$ cat config.mk
export PLATFORM = sky130hd
export DESIGN_NAME = byte_accumulator
export DESIGN_NICKNAME = d
export VERILOG_FILES = /design/src/rtl/byte_accumulator.sv
export SDC_FILE = /design/constraint.sdc
export NUM_CORES = 1
export LEC_CHECK = 0
export CAP_MARGIN = 40
export CORE_ASPECT_RATIO = 0.9
export CORE_MARGIN = 10
export CORE_UTILIZATION = 48
export DETAILED_ROUTE_END_ITERATION = 16
export PLACE_DENSITY_LB_ADDON = 0.12
export SLEW_MARGIN = 20
export SYNTH_ARGS = -nofsm -noshare
export SYNTH_HDL_FRONTEND = slang
export SYNTH_SLANG_ARGS = --single-unit
$ cat constraint.sdc
create_clock -name clk -period 2.15 [get_ports clk]
set_input_delay 0.215 -clock clk [delete_from_list [all_inputs] [get_ports clk]]
set_output_delay 0.215 -clock clk [all_outputs]
set_load 0.005 [all_outputs]
$ cat src/rtl/byte_accumulator.sv
// Running-sum accumulator: adds an unsigned DATA_W-bit sample into a SUM_W-bit
// registered total on every valid cycle. Define ACC_SATURATE_EN to clamp at all-ones instead of wrapping.
module byte_accumulator #(
    parameter int DATA_W = 8,
    parameter int SUM_W  = 16
) (
    input  logic              clk,
    input  logic              rst,
    input  logic              data_valid,
    input  logic [DATA_W-1:0] data_in,
    input  logic              clr,
    output logic [SUM_W-1:0]  sum,
    output logic              carry
);

    logic [SUM_W-1:0] sum_reg;
    logic [SUM_W-1:0] sum_next;
    logic             carry_reg;
    logic             carry_next;
    logic [SUM_W:0]   add_full;

    // One extra bit holds the carry-out of the addition.
    assign add_full = {1'b0, sum_reg} + {{(SUM_W + 1 - DATA_W){1'b0}}, data_in};

    always_comb begin
        sum_next   = sum_reg;
        carry_next = carry_reg;
        if (clr) begin
            sum_next   = '0;
            carry_next = 1'b0;
        end else if (data_valid) begin
`ifdef ACC_SATURATE_EN
            if (add_full[SUM_W]) begin
                sum_next   = '1;
                carry_next = 1'b1;
            end else begin
                sum_next   = add_full[SUM_W-1:0];
                carry_next = 1'b0;
            end
`else
            sum_next   = add_full[SUM_W-1:0];
            carry_next = add_full[SUM_W];
`endif
        end
    end

    always_ff @(posedge clk) begin
        if (rst) begin
            sum_reg   <= '0;
            carry_reg <= 1'b0;
        end else begin
            sum_reg   <= sum_next;
            carry_reg <= carry_next;
        end
    end

    assign sum   = sum_reg;
    assign carry = carry_reg;

endmodule

==> flow_metrics.env <==
export IMPL_final_common_cell="clkdlybuf4s50_1"
export IMPL_pre_cts_slack_ns=-0.01658
export IMPL_grt_pass1_vias=1092
export IMPL_synth_cell_type_count=39
export IMPL_finalSetupTns_ns=0
export IMPL_critPathSlowestCell="fa_1"
export IMPL_grt_max_degree=13
export IMPL_comb_power_share=0.240
export IMPL_area_growth_syn_to_layout_pct=30.91
export IMPL_finalMaxSlewViolations=0
export IMPL_fp_dieH_um=66.84
export IMPL_clkTransAtPathRegs_ns=0.10
export IMPL_synth_area_um2=1170
export IMPL_vias_per_cell=6.236
export IMPL_fmax_mhz=536.9
export IMPL_wl_per_cell_um=16.90
export IMPL_crit_path_end_kind="register"
export IMPL_grt_antenna_before_repair=0
export IMPL_p_sw_uw=194.3
export IMPL_hold_viol=0
export IMPL_dp_hpwl_mm=2.390
export IMPL_setup_viol=0
export IMPL_fp_dieW_um=72.04
export IMPL_p_leak_uw=0.0006139
export IMPL_grt_usage=0.1329
export IMPL_fin_ws_ns=0.2876
export IMPL_fin_crit_sh=0.8662
export IMPL_rsz0062_at_grt="no"
export IMPL_htreeDepth=1
export IMPL_relSlewSlack=0.5943
export IMPL_tightest_slew_ns=0.6064
export IMPL_postRouteAntennaNets=0
export IMPL_cts_sinks=17
export IMPL_nFillCells=194
export IMPL_multi_input_area_um2=798.3
export IMPL_async_flop_share=0
export IMPL_row_count=16
export IMPL_clock_skew_final_ns=0.002983
export IMPL_switching_share=0.2919
export IMPL_vdd_drop_max_v=0.0003970
export IMPL_synth_cells=130
export IMPL_ys_ff_latch=17
export IMPL_clkPwrFrac=0.267
export IMPL_grt_ovfl_total=0
export IMPL_postCtsSetupBuffers=0
export IMPL_min_path_type="register to register"
export IMPL_hold_buffers=0
export IMPL_dr_pass1_iters=5
export IMPL_place_area_um2=1505
export IMPL_place_gp_congestion=0.8415
export IMPL_numCtsBuffers=3
export IMPL_power_internal_uw=471.2
export IMPL_drc=0
export IMPL_clk_latency_ns=0.30
export IMPL_ys_seq_area_frac=0.2909
export IMPL_period_needed_ns=1.862
export IMPL_routed_wl_mm=3.228
export IMPL_crit_chain="ha_1 -> fa_1 -> a21o_2 -> a32oi_2 -> buf_4 -> a21oi_1 -> o21ai_0"
export IMPL_drt_iter0_drc=81
export IMPL_fin_area_um2=1531
export IMPL_critical_path_class="register to register"
export IMPL_core_um2=2242
export IMPL_syn_avg_cell_area_um2=8.999
export IMPL_status="finished clean"
export IMPL_antennaDiodeCount=0
export IMPL_yosys_warnings=0
export IMPL_slowest_delay_ns=0.39
export IMPL_synth_main_ff_cell="dfxtp_1"
export IMPL_cts_tree="yes"
export IMPL_cp_max_fo=9
export IMPL_synth_edff_count=0
export IMPL_whs_ns=0.4949
export IMPL_initial_core_util=0.5218
export IMPL_start_kind="register"
export IMPL_grt_pass1_wl_mm=5.237
export IMPL_maxCapViolations=0
export IMPL_arrival_ns=2.09
export IMPL_die_area_um2=4815
export IMPL_regArea_um2=340.3
export IMPL_finalNetCount=186
export IMPL_syn_num_nets=151
export IMPL_powerDensity_nw_per_um2=434.6
export IMPL_vias=1191
export IMPL_final_layout_size_suffix_gt1_frac=0.1220
export IMPL_port_buffers=28
export IMPL_io_pins=29
export IMPL_cts_root_buffer="clkbuf_4"
export IMPL_largest_reg_flops=16
export IMPL_cts_buffer_depth=2
export IMPL_final_cell_mix="clkdlybuf4s50_1, dfxtp_1, nand2_1, a21oi_1"
export IMPL_crit_required_ns=2.38
export IMPL_p_seq_frac=0.493
export IMPL_ctsResizeCount=0
power by group through the flow:
stage	Sequential (µW)	Clock [µW]	Combinational [µW]
2_1_floorplan	335	0	93.0
3_3_place_gp	335	0	155
3_5_place_dp	335	0	156
4_1_cts	328	185	157
5_1_grt	329	194	173
6_report	328	178	160
cell usage after synthesis, types with 3 or more instances:
cell type,number,area [µm²]
nand2_1,11,41.29
mux2i_1,4,40.04
o21ai_1,3,15.01
ha_1,8,100.1
o21ai_0,8,40.04
a2111o_1,7,78.83
and3_1,4,25.02
a21o_2,3,26.28
dfxtp_1,17,340.3
nand3_1,8,40.04
a21oi_1,10,50.05
nor2_1,6,22.52
worst max-delay path: cells and delay by family (launching register included):
family,cells,cell delay (ns)
flops,1,0.34
compound gates,4,0.64
buf+inv,1,0.20
fa+ha+maj,2,0.61
per-layer routing:
layer	GRT usage	wire length, µm	vias to the layer above
met5	0	0	-
met4	0.05314	42	0
met3	0.05333	248	6
met2	0.2148	1501	36
met1	0.1531	1436	566
li1	-	-	583
per-stage QoR:
stage,power (µW),utilization,std cells
6_report,665.5,0.6830,191
4_1_cts,670.2,0.6830,191
5_1_grt,696.9,0.6830,191
3_3_place_gp,489.4,0.6713,187
2_1_floorplan,427.9,-,130
3_5_place_dp,491.4,0.6713,187
path summary, 6_finish.rpt:
kind | cells past startpoint | slack, ns | startpoint | end
max | 7 | 0.29 | sum[0]$_SDFFE_PP0P_ | sum[10]$_SDFFE_PP0P_
min | 2 | 0.49 | sum[15]$_SDFFE_PP0P_ | sum[15]$_SDFFE_PP0P_
max reg2reg | 7 | 0.29 | sum[0]$_SDFFE_PP0P_ | sum[10]$_SDFFE_PP0P_
min reg2reg | 2 | 0.49 | sum[15]$_SDFFE_PP0P_ | sum[15]$_SDFFE_PP0P_
cells by family (layout without fill, tap and decap cells):
family	Yosys count	after routing	share of synthesized area
AOI/OAI and AO/OA	49	49	0.3316
and+or+nand+nor	41	41	0.1840
DFF	17	17	0.2909
adders and majority gates	9	9	0.1027
buffers and inverters	6	40	0.02674
xor gates and xnor gates	4	4	0.02995
muxes	4	4	0.03423
layout make-up:
class                      count  area share
multi-input combinational    107      0.5212
sequential                    17      0.2222
timing repair buffer          34      0.2124
tap                           27     0.02206
clock buffer                   4     0.01716
inverter                       2    0.004902
Note: power is estimated with default switching activity, not from simulation.
